File: config.mk
export PLATFORM = sky130hd
export DESIGN_NAME = rc4_stream_xor_flat
export DESIGN_NICKNAME = d
export VERILOG_FILES = /design/src/rtl/rc4_pkg.sv /design/src/rtl/rc4_stream_xor_if.sv /design/src/rtl/rc4_ks_unpacker.sv /design/src/rtl/rc4_stream_xor.sv /design/src/flat_wrapper.sv
export SDC_FILE = /design/constraint.sdc
export NUM_CORES = 1
export LEC_CHECK = 0
export ABC_AREA = 1
export CAP_MARGIN = 20
export CORE_ASPECT_RATIO = 0.9
export CORE_MARGIN = 2
export CORE_UTILIZATION = 45
export CTS_CLUSTER_DIAMETER = 30
export DETAILED_ROUTE_END_ITERATION = 16
export PLACE_DENSITY_LB_ADDON = 0.12
export SLEW_MARGIN = 5
export SYNTH_ARGS = -nofsm -noshare
export SYNTH_HDL_FRONTEND = slang
export SYNTH_SLANG_ARGS = --single-unit
export TNS_END_PERCENT = 50
File: constraint.sdc
create_clock -name clk -period 1.9 [get_ports clk]
set_input_delay 0.475 -clock clk [delete_from_list [all_inputs] [get_ports clk]]
set_output_delay 0.475 -clock clk [all_outputs]
set_load 0.05 [all_outputs]
File: src/rtl/rc4_pkg.sv
// Shared types for the RC4 keystream consumer: byte type, unpacker state and index width.
package rc4_pkg;

    typedef logic [7:0] byte_t;

    typedef enum logic {
        KS_EMPTY = 1'b0,
        KS_HOLD  = 1'b1
    } ks_state_t;

    localparam int NUMS_OF_BYTES_DFLT = 4;

    // Byte-index width; a single-byte word still needs a 1-bit index.
    function automatic int idx_width(input int n);
        return (n > 1) ? $clog2(n) : 1;
    endfunction

    localparam int IDX_W = idx_width(NUMS_OF_BYTES_DFLT);

endpackage

File: src/rtl/rc4_stream_xor_if.sv
// Keystream, data-in and data-out streams plus flush/status for rc4_stream_xor.
interface rc4_stream_xor_if #(
    parameter int NUMS_OF_BYTES = 4,
    parameter int CNT_W         = 16
);
    import rc4_pkg::*;

    logic                       ks_valid;
    logic                       ks_ready;
    logic [NUMS_OF_BYTES*8-1:0] ks_data;
    logic                       in_valid;
    logic                       in_ready;
    byte_t                      in_data;
    logic                       in_last;
    logic                       out_valid;
    logic                       out_ready;
    byte_t                      out_data;
    logic                       out_last;
    logic                       flush;
    logic [CNT_W-1:0]           byte_count;
    logic                       busy;

    modport master (
        output ks_valid, ks_data, in_valid, in_data, in_last, out_ready, flush,
        input  ks_ready, in_ready, out_valid, out_data, out_last, byte_count, busy
    );

    modport slave (
        input  ks_valid, ks_data, in_valid, in_data, in_last, out_ready, flush,
        output ks_ready, in_ready, out_valid, out_data, out_last, byte_count, busy
    );

endinterface

File: src/rtl/rc4_ks_unpacker.sv
// Holds one packed keystream word and presents it a byte at a time, byte 0 first.
// A take on the last byte, or a take flagged last, retires the word; a new word may load in that same cycle.
module rc4_ks_unpacker
    import rc4_pkg::*;
#(
    parameter int NUMS_OF_BYTES = 4
) (
    input  logic                       clk,
    input  logic                       rst,
    input  logic                       i_flush,
    input  logic                       i_ks_valid,
    output logic                       o_ks_ready,
    input  logic [NUMS_OF_BYTES*8-1:0] i_ks_data,
    output byte_t                      o_byte,
    output logic                       o_byte_vld,
    input  logic                       i_take,
    input  logic                       i_last
);

    localparam int                 L_IDX_W   = idx_width(NUMS_OF_BYTES);
    localparam logic [L_IDX_W-1:0] L_IDX_MAX = L_IDX_W'(NUMS_OF_BYTES - 1);

    ks_state_t                  r_state;
    ks_state_t                  w_state_nxt;
    logic [NUMS_OF_BYTES*8-1:0] r_word;
    logic [L_IDX_W-1:0]         r_idx;
    logic                       w_eow;
    logic                       w_load;

    // A message end also retires the word so the next message starts on fresh keystream.
    assign w_eow      = i_take && (i_last || (r_idx == L_IDX_MAX));
    assign o_ks_ready = !i_flush && ((r_state == KS_EMPTY) || w_eow);
    assign w_load     = i_ks_valid && o_ks_ready;
    assign o_byte_vld = (r_state == KS_HOLD);
    assign o_byte     = byte_t'(r_word >> {r_idx, 3'b000});

    always_ff @(posedge clk or posedge rst) begin
        if (rst) begin
            r_state <= KS_EMPTY;
        end else begin
            r_state <= w_state_nxt;
        end
    end

    always_comb begin
        w_state_nxt = r_state;
        case (r_state)
            KS_EMPTY: if (w_load) w_state_nxt = KS_HOLD;
            KS_HOLD:  if (w_eow)  w_state_nxt = w_load ? KS_HOLD : KS_EMPTY;
            default:              w_state_nxt = KS_EMPTY;
        endcase
        if (i_flush) begin
            w_state_nxt = KS_EMPTY;
        end
    end

    always_ff @(posedge clk or posedge rst) begin
        if (rst) begin
            r_word <= '0;
            r_idx  <= '0;
        end else begin
            if (w_load) begin
                r_word <= i_ks_data;
            end
            if (i_flush || w_load || w_eow) begin
                r_idx <= '0;
            end else if (i_take) begin
                r_idx <= r_idx + 1'b1;
            end
        end
    end

endmodule

File: src/rtl/rc4_stream_xor.sv
// XORs a byte stream with unpacked RC4 keystream (encrypt == decrypt); one registered output byte.
// Latency 1 cycle, 1 byte/cycle sustained; input stalls while the output register is full and not drained.
module rc4_stream_xor
    import rc4_pkg::*;
#(
    parameter int NUMS_OF_BYTES = 4,
    parameter int CNT_W         = 16
) (
    input  logic             clk,
    input  logic             rst,
    rc4_stream_xor_if.slave  bus
);

    byte_t            w_ks_byte;
    logic             w_ks_byte_vld;
    logic             w_out_free;
    logic             w_consume;
    logic             r_out_valid;
    byte_t            r_out_data;
    logic             r_out_last;
    logic [CNT_W-1:0] r_byte_count;

    assign w_out_free  = !r_out_valid || bus.out_ready;
    assign bus.in_ready = w_ks_byte_vld && w_out_free && !bus.flush;
    assign w_consume   = bus.in_valid && bus.in_ready;

    rc4_ks_unpacker #(
        .NUMS_OF_BYTES (NUMS_OF_BYTES)
    ) u_unpacker (
        .clk        (clk),
        .rst        (rst),
        .i_flush    (bus.flush),
        .i_ks_valid (bus.ks_valid),
        .o_ks_ready (bus.ks_ready),
        .i_ks_data  (bus.ks_data),
        .o_byte     (w_ks_byte),
        .o_byte_vld (w_ks_byte_vld),
        .i_take     (w_consume),
        .i_last     (bus.in_last)
    );

    // Flush drops a pending output byte; data/last only change on a consume, so they stay stable under stall.
    always_ff @(posedge clk or posedge rst) begin
        if (rst) begin
            r_out_valid  <= 1'b0;
            r_out_data   <= '0;
            r_out_last   <= 1'b0;
            r_byte_count <= '0;
        end else if (bus.flush) begin
            r_out_valid  <= 1'b0;
            r_byte_count <= '0;
        end else if (w_consume) begin
            r_out_valid  <= 1'b1;
            r_out_data   <= bus.in_data ^ w_ks_byte;
            r_out_last   <= bus.in_last;
            r_byte_count <= r_byte_count + 1'b1;
        end else if (bus.out_ready) begin
            r_out_valid  <= 1'b0;
        end
    end

    assign bus.out_valid  = r_out_valid;
    assign bus.out_data   = r_out_data;
    assign bus.out_last   = r_out_last;
    assign bus.byte_count = r_byte_count;
    assign bus.busy       = w_ks_byte_vld || r_out_valid;

endmodule

File: src/flat_wrapper.sv
// flat-port wrapper written by rule: the top's interface ports become plain ports
module rc4_stream_xor_flat import rc4_pkg::*;
#(
    parameter int NUMS_OF_BYTES = 4,
    parameter int CNT_W         = 16
)
  (clk, rst, bus_ks_valid, bus_ks_data, bus_in_valid, bus_in_data, bus_in_last, bus_out_ready, bus_flush, bus_ks_ready, bus_in_ready, bus_out_valid, bus_out_data, bus_out_last, bus_byte_count, bus_busy);
  rc4_stream_xor_if #(.NUMS_OF_BYTES(NUMS_OF_BYTES), .CNT_W(CNT_W)) bus_i ();
  input  logic clk;
  input  logic rst;
  input wire logic [$bits(bus_i.ks_valid)-1:0] bus_ks_valid;
  input wire logic [$bits(bus_i.ks_data)-1:0] bus_ks_data;
  input wire logic [$bits(bus_i.in_valid)-1:0] bus_in_valid;
  input wire logic [$bits(bus_i.in_data)-1:0] bus_in_data;
  input wire logic [$bits(bus_i.in_last)-1:0] bus_in_last;
  input wire logic [$bits(bus_i.out_ready)-1:0] bus_out_ready;
  input wire logic [$bits(bus_i.flush)-1:0] bus_flush;
  output wire logic [$bits(bus_i.ks_ready)-1:0] bus_ks_ready;
  output wire logic [$bits(bus_i.in_ready)-1:0] bus_in_ready;
  output wire logic [$bits(bus_i.out_valid)-1:0] bus_out_valid;
  output wire logic [$bits(bus_i.out_data)-1:0] bus_out_data;
  output wire logic [$bits(bus_i.out_last)-1:0] bus_out_last;
  output wire logic [$bits(bus_i.byte_count)-1:0] bus_byte_count;
  output wire logic [$bits(bus_i.busy)-1:0] bus_busy;
  assign bus_i.ks_valid = bus_ks_valid;
  assign bus_i.ks_data = bus_ks_data;
  assign bus_i.in_valid = bus_in_valid;
  assign bus_i.in_data = bus_in_data;
  assign bus_i.in_last = bus_in_last;
  assign bus_i.out_ready = bus_out_ready;
  assign bus_i.flush = bus_flush;
  assign bus_ks_ready = bus_i.ks_ready;
  assign bus_in_ready = bus_i.in_ready;
  assign bus_out_valid = bus_i.out_valid;
  assign bus_out_data = bus_i.out_data;
  assign bus_out_last = bus_i.out_last;
  assign bus_byte_count = bus_i.byte_count;
  assign bus_busy = bus_i.busy;
  rc4_stream_xor #(.NUMS_OF_BYTES(NUMS_OF_BYTES), .CNT_W(CNT_W)) u_core (.clk(clk), .rst(rst), .bus(bus_i));
endmodule
* Word level (Yosys, flattened, before mapping) *
Index checks and enable logic that the tools add are counted.

operators by class
  $add $sub $neg = 2
  multiply operators = 0
  div/mod/pow operators = 0
  $lt $le $gt $ge = 0
  equal/unequal tests = 1
  shift operators = 1
  multiplexer cells = 11
  bitwise gates (word level) = 3
  reduce and logical (&&, ||, !) cells = 18

operators with widths
  cell                   count
  $mux 16                2
  $shr 32x5->8           1
  $add 16x1->16 const B  1
  $xor 8x8->8            1
  $logic_and 1x1->1      6
  $logic_or 1x1->1       6
  $mux 1                 6
  $mux 2                 2
  $reduce_bool 2->1      2
  $reduce_bool 3->1      1
  $add 2x1->2 const B    1
  $eq 2x2->1 const B     1
  $logic_not 1->1        2
  $not 1->1              2
  $pmux 1 s2             1
  $reduce_and 2->1       1

word-level totals
  register bits after elaboration = 61
  bits in latches = 0
  bits in writable memories = 0
  ROM bits = 0
  input port bits = 47
  output and inout bits = 29
  logic and storage cells = 43
  memories kept = 0

* Longest topological paths before layout *
  depth in word-level cells = 13
  mapped depth = 10
  gate-level depth less buffers = 10

* Modules after synthesis *
A second synthesis with hierarchy kept.

second synthesis, totals
  cell total of the unflattened synthesis = 374
  area, all modules = 3,064.2 um^2

modules (own cells, without submodules)
  module           instances  cells an instance  area an instance (um^2)  seq. area each (um^2)
  rc4_ks_unpacker  1          204                1,714.1                  875.8
  rc4_stream_xor   1          170                1,350.0                  650.6

* Least setup slack after synthesis *
No wires, ideal clock.

  path kind = reg2out
  start = register u_core.r_out_valid (netlist: u_core.bus.out_valid)
  end = output bus_ks_ready
  arrival time = 1.405 ns
  data required time = 1.425 ns
  setup slack = 0.020 ns
  stages on the path, launching flop included = 5
  path buffers = 1
  cell sequence = dfrtp_1 nand2_1 nand4_4 a21oi_4 buf_4

on the way
  longest elaborated chain between the ends = 8

RTL lines
  item                            RTL line               source
  from (decl)                     rc4_stream_xor.sv:18   logic r_out_valid;
  from (signal assigned)          rc4_stream_xor.sv:45   r_out_valid <= 1'b0;
  from (signal assigned)          rc4_stream_xor.sv:50   r_out_valid <= 1'b0;
  from (signal assigned)          rc4_stream_xor.sv:53   r_out_valid <= 1'b1;
  $logic_not 1->1                 rc4_stream_xor.sv:23   assign w_out_free = !r_out_valid || bus.out_ready;
  $logic_or 1x1->1                rc4_stream_xor.sv:23
  $logic_and 1x1->1 (2 in a row)  rc4_stream_xor.sv:24   assign bus.in_ready = w_ks_byte_vld && w_out_free && !bus.flush;
  $logic_and 1x1->1               rc4_stream_xor.sv:25   assign w_consume = bus.in_valid && bus.in_ready;
  $logic_and 1x1->1               rc4_ks_unpacker.sv:31  assign w_eow = i_take && (i_last || (r_idx == L_IDX_MAX));
  $logic_or 1x1->1                rc4_ks_unpacker.sv:32  assign o_ks_ready = !i_flush && ((r_state == KS_EMPTY) || w_eow);
  $logic_and 1x1->1               rc4_ks_unpacker.sv:32
  to (decl)                       flat_wrapper.sv:18     output wire logic [$bits(bus_i.ks_ready)-1:0] bus_ks_ready;

Every way passes these cells.

* Final worst setup path *
  start = register u_core.u_unpacker.r_idx[0]
  end = output bus_ks_ready

on the way
  longest elaborated chain between the ends = 5

RTL lines
  item                    RTL line               source
  from (decl)             rc4_ks_unpacker.sv:26  logic [L_IDX_W-1:0] r_idx;
  from (signal assigned)  rc4_ks_unpacker.sv:68  r_idx <= r_idx + 1'b1;
  $eq 2x2->1              rc4_ks_unpacker.sv:31
  $logic_or 1x1->1        rc4_ks_unpacker.sv:31
  $logic_and 1x1->1       rc4_ks_unpacker.sv:31
  $logic_or 1x1->1        rc4_ks_unpacker.sv:32
  $logic_and 1x1->1       rc4_ks_unpacker.sv:32

Every way passes these cells.

==> results.toml <==
[run_status]
outcome = "finished with violations"
violations = "setup timing"

[clock_tree]
clk_latency_ns = 0.34
cts_tree = "built"
clock_sinks = 61
clockBufferDepth = 2
hold_buffers = 0
cts_buffers = 9
cts_root_buffer = "clkbuf_8"
clk_transition_reported_paths_ns = 0.07
htree_levels = 3

[critical_path]
cp_slowest_cell = "dfrtp_1"
cp_cell_sequence = "ha_2 -> inv_2 -> nand2_2 -> nand4_4 -> a21oi_4 -> buf_12"
worstPathArrival_ns = 1.43
worstReg2RegStart = "u_core.u_unpacker.r_idx[0]"
critPathLaunchType = "flip-flop"
critPathBufInv = 2
worstPathMaxFanout = 2
r2r_end = "u_core.u_unpacker.r_word[12]"
crit_type = "flip-flop to output port"
rr_worst_depth = 10
r2r_slack_ns = 0.24
cp_slowest_stage_delay_ns = 0.36
worst_setup_path_end_kind = "output port"
worst_path_dominant_cell_family = "flip-flops"
critPathRequiredTime_ns = 1.42

[layout]
multiInputGateArea_mm2 = 0.001375
layout.area.seq_mm2 = 0.001526
fin_util_pct = 64.23
drive_gt1_share_pct = 17.37
stdcell_count = 585
layout.nets = 539
design_area_mm2 = 0.004253
num_antenna_cells = 0
fillers = 576
syn2layout_area_growth_pct = 37.17

[placement]
place_congestion = 0.8748
place_ws_ns = -0.1774
dpl.hpwl_mm = 5.723
post-place-cells = 568
io_buffers = 75
dpl-instance-area_mm2 = 0.004015

[grt]
grt_antenna_before_repair = 0
grt_pass1_wl_mm = 13.30
grt_pass1_vias = 2788
globalRouteOverflowTotal = 0
grt_usage_pct = 22.58
grt_max_degree = 62

[synthesis]
synth_common_cells = "nand2_1, dfrtp_1, nand3_1"
synth_cells = 400
async_flop_share_pct = 100.0
synth_top_area_share_pct = 49.23
syn-cell-area_mm2 = 0.003100
yosysTopAreaCell = "dfrtp_1"
synth_area_leaders = "dfrtp_1, nand2_1, nand3_1"
synth_warnings = 0
ys_seq_area_share_pct = 49.23
ys_ff_latch = 61
synth_most_common_cell = "nand2_1"
synth-edff-count = 0
synth_flop_cell = "dfrtp_1"
syn_area_per_cell_um2 = 7.751
synth_cell_type_count = 29
syn-num-nets = 449

[die]
die-width_um = 91.50
rows = 28
initial_core_util_pct = 46.83
die-area_mm2 = 0.007571
io_pins = 76
die_y_um = 82.75
core-area_mm2 = 0.006621

[drt]
drc = 0
wl_mm = 8.071
dr.pass1.iters = 4
final_antenna_net_count = 0
wl_per_cell_um = 13.80
vias_per_cell = 5.085
vias = 2975
dr.first_iter.drc_count = 208

[sta]
post-route-period-util_pct = 100.4
timing.final.hold_violations = 0
grt_setup_unrepaired = "true"
worst_slack_ns = -0.006837
drv_slew = 0
tightestPinTransition_ns = 0.3303
hold_slack_ns = 0.4687
fmax_ghz = 0.5244
layout_min_cycle_time_ns = 1.907
skew_ns = 0.007203
finalSetupViolations = 1
max-slew-margin-rel_pct = 77.98

[pwr]
vdd.ir_drop.worst_v = 0.0003945
p_per_area_mw_per_mm2 = 910.6
cellLeakagePower_uw = 0.002071

[worst_hold_path]
hold-path-endpoint = "u_core.u_unpacker.r_word[28]"
hold_start = "u_core.u_unpacker.r_word[28]"
hold_depth = 2
holdCritPathClass = "flip-flop to flip-flop"

[flow_run]
drv_cap = 0
## metrics by stage
stage                     total power (uW)  setup TNS [ns]
final                                 3873       -0.006837
after global routing                  4063        -0.09382
after CTS                             3897        -0.05351
after detailed placement              2570          -5.565
after global placement                2546          -4.662
after floorplan                       2202               0
## per-layer routing
| layer | up-vias | part of all wire (%) | wire (um) | global-route usage [%] |
|---|---|---|---|---|
| li1 | 1470 | - | - | - |
| met1 | 1393 | 48 | 3892 | 31.86 |
| met2 | 101 | 44 | 3542 | 34.49 |
| met3 | 11 | 6.6 | 533 | 5.989 |
| met4 | 0 | 1.3 | 103 | 6.515 |
| met5 | - | 0 | 0 | 0 |
## timing repair
| action | CTS | global route |
|---|---|---|
| buffers inserted | 1 | 0 |
| gates resized for setup | 7 | 3 |
| pin swaps | 4 | 4 |
| setup endpoints to repair | 2 | 2 |
## logic make-up (layout without fill, tap and decap cells)
| kind of cell | Yosys count | count (layout) | share of synthesized area [%] |
|---|---|---|---|
| AO/OA/AOI/OAI | 35 | 35 | 6.780 |
| XOR/XNOR | 8 | 8 | 2.260 |
| adder cells (fa/ha/maj) | 2 | 2 | 0.8070 |
| buffers and inverters | 45 | 140 | 6.739 |
| flip-flops | 61 | 61 | 49.23 |
| AND/OR/NAND/NOR | 249 | 249 | 34.18 |
## power breakdown
group / total [uW] / leakage [uW] / internal (uW) / switching, uW
combinational: 970 / 0.00117 / 370 / 599
sequential: 1580 / 0.000783 / 1480 / 101
clock: 1330 / 0.000116 / 806 / 520
## state kept, by name, indices dropped and copies added, names as in the netlist
signal and count:
u_core.u_unpacker.r_word 32, u_core.bus.out_last 1, u_core.bus.out_data 8, u_core.u_unpacker.o_byte_vld 1
u_core.bus.out_valid 1, u_core.u_unpacker.r_idx 2, u_core.bus.byte_count 16
## layout make-up
class	instances	area share, %
Sequential cell	61	35.89
Clock buffer	12	3.648
Inverter	25	2.295
Clock inverter	4	1.648
Timing Repair Buffer	99	21.54
Multi-Input combinational cell	294	32.33
Tap cell	90	2.648
## cell usage in the layout, fill, tap and decap left out, types with 3 or more instances in the layout
master,Yosys,layout
dfrtp_1,61,61
xor2_1,8,8
a21oi_1,9,9
nand4_1,5,5
inv_2,6,8
nand2_2,1,3
clkbuf_8,0,11
clkdlybuf4s50_1,0,42
nor2_1,26,26
nand2_1,152,150
dlygate4sd2_1,0,4
buf_12,0,5
inv_1,19,16
buf_4,2,48
nand3_1,56,56
nor3_1,5,5
o21ai_1,14,14
## worst min-delay path, stage by stage, from the launching register on
cell	delay [ns]
dfrtp_1	0.34
nand2_1	0.05
nand2_1	0.04
## how the worst max path moves through the flow
| stage | startpoint | end | cells past startpoint |
|---|---|---|---|
| floorplan | u_core.bus.out_valid | bus_ks_ready | 4 |
| global placement | bus_out_ready | bus_ks_ready | 6 |
| detailed placement | bus_out_ready | bus_ks_ready | 6 |
| CTS | u_core.u_unpacker.r_idx[0] | bus_ks_ready | 6 |
| global route | u_core.u_unpacker.r_idx[0] | bus_ks_ready | 6 |
| finish | u_core.u_unpacker.r_idx[0] | bus_ks_ready | 6 |
No activity file was read; power rests on OpenSTA's default activity.
==> RTL change: new RTL, same flow settings <==
`NUMS_OF_BYTES` is set to 4 in 4 places; all go to 2.
--- a/src/rtl/rc4_stream_xor_if.sv
+++ b/src/rtl/rc4_stream_xor_if.sv
@@ -1,6 +1,6 @@
 // Keystream, data-in and data-out streams plus flush/status for rc4_stream_xor.
 interface rc4_stream_xor_if #(
-    parameter int NUMS_OF_BYTES = 4,
+    parameter int NUMS_OF_BYTES = 2,
     parameter int CNT_W         = 16
 );
     import rc4_pkg::*;
--- a/src/rtl/rc4_ks_unpacker.sv
+++ b/src/rtl/rc4_ks_unpacker.sv
@@ -3,7 +3,7 @@
 module rc4_ks_unpacker
     import rc4_pkg::*;
 #(
-    parameter int NUMS_OF_BYTES = 4
+    parameter int NUMS_OF_BYTES = 2
 ) (
     input  logic                       clk,
     input  logic                       rst,
--- a/src/rtl/rc4_stream_xor.sv
+++ b/src/rtl/rc4_stream_xor.sv
@@ -3,7 +3,7 @@
 module rc4_stream_xor
     import rc4_pkg::*;
 #(
-    parameter int NUMS_OF_BYTES = 4,
+    parameter int NUMS_OF_BYTES = 2,
     parameter int CNT_W         = 16
 ) (
     input  logic             clk,
--- a/src/flat_wrapper.sv
+++ b/src/flat_wrapper.sv
@@ -1,7 +1,7 @@
 // flat-port wrapper written by rule: the top's interface ports become plain ports
 module rc4_stream_xor_flat import rc4_pkg::*;
 #(
-    parameter int NUMS_OF_BYTES = 4,
+    parameter int NUMS_OF_BYTES = 2,
     parameter int CNT_W         = 16
 )
   (clk, rst, bus_ks_valid, bus_ks_data, bus_in_valid, bus_in_data, bus_in_last, bus_out_ready, bus_flush, bus_ks_ready, bus_in_ready, bus_out_valid, bus_out_data, bus_out_last, bus_byte_count, bus_busy);
Interface: changed (resized bus_ks_data); port bits go from 76 to 60. The function was not compared with the original's and may differ.
==> RTL change against the original RTL <==
- area after synthesis down 26%
- wire length down 31%
- sequential cell count down 17
- final area down 25%
- setup slack better by 63 ps
- global-route usage down 1.7 points
- power down 28%
- register-to-register slack better by 110 ps
==> RTL change: results <==
[hold_path]
hold-path-endpoint = "u_core.u_unpacker.r_word[1]"
hp-start = "u_core.u_unpacker.r_word[1]"

[cells_and_area]
final-instance-count-excl-fill = 435
n_clock_buffer = 5
nNonClkInverters = 28
multi_input_area_share_pct = 32.61
multi_input_comb_cells = 209
drive_above_1_share_pct = 21.08
nets = 401
syn2layout_area_growth_pct = 39.86
final-clk-cell-share_pct = 4.978
seq_area_um2 = 1102
design.seq.count = 44
buf_share_pct = 22.03

[place]
place_ws_ps = -181.0
dp.cells = 420
hpwlAfterDp_mm = 3.975
gp_congestion = 0.8131
placed_area_um2 = 2974

[pwr]
power_w = 0.002793
leakagePower_nw = 1.558
p_sw_share_pct = 29.52
clkPwrFrac_pct = 35.1

[floorplanning]
die_x_um = 79.07

[global_route]
track_usage_pct = 20.92
grt_use_met3_pct = 4.282
grt_max_degree = 25
global_route.usage.met2_pct = 32.58
grt_pass1_vias = 2052
grt_pass1_wl_mm = 9.259
use_met1_pct = 29.83

[critical_path]
arrival_ps = 1370
r2r_setup_slack_ps = 350
slowest_delay_ps = 410
crit_path_top_delay_cell = "dfrtp_2"
timing.rr.start = "u_core.bus.byte_count[1]"
worst-path-max-fanout = 4

[drt]
met3_length_um = 307
first_pass_iters = 5
totalWireLength_mm = 5.569
drtIter0Drc = 167
wl_met2_mm = 2.512
wirelength_met1_mm = 2.694

[sta]
fin_skew_ps = 6.541
worst_hold_slack_ps = 476.6
relSlewSlack_pct = 73.08

[clock_tree]
cts_setup_buffers = 6
clkLatencyLatePin_ps = 300
cts_resized = 10
htreeDepth = 2

[status]
status = "complete, no violations"

[synth]
syn_inst = 291
yosysSeqAreaShare_pct = 48.25
synth.area.top_cells = "dfrtp_1, nand2_1, nand4_1"
synth.distinct_cells = 26
synth_compound_area_share_pct = 6.469
synthAdderAreaFrac_pct = 0.5482
ys_top_cells_by_count = "nand2_1, dfrtp_1, nand4_1"
synth_xor_area_share_pct = 3.070
==> RTL change: cell count changes after synthesis, moves of 3 or more <==
cell      before  now
nor2_1        26   20
dfrtp_1       61   44
nand4_1        5   24
buf_2          8    3
inv_1         19   22
clkbuf_1       6    3
o21ai_0        2    5
xor2_1         8    0
nand3_1       56   12
nand2_1      152  106
xnor2_1        0    8
==> RTL change: worst max path at each step <==
| stage | startpoint | endpoint | slack, ps | cells past startpoint |
|---|---|---|---|---|
| 2_1_floorplan | u_core.bus.out_valid | bus_ks_ready | 90 | 3 |
| 3_3_place_gp | bus_out_ready | bus_ks_ready | -160 | 6 |
| 3_5_place_dp | bus_out_ready | bus_ks_ready | -180 | 6 |
| 4_1_cts | u_core.u_unpacker.o_byte_vld | bus_ks_ready | 30 | 5 |
| 5_1_grt | u_core.u_unpacker.o_byte_vld | bus_ks_ready | -3 | 5 |
| 6_report | u_core.u_unpacker.o_byte_vld | bus_ks_ready | 60 | 5 |
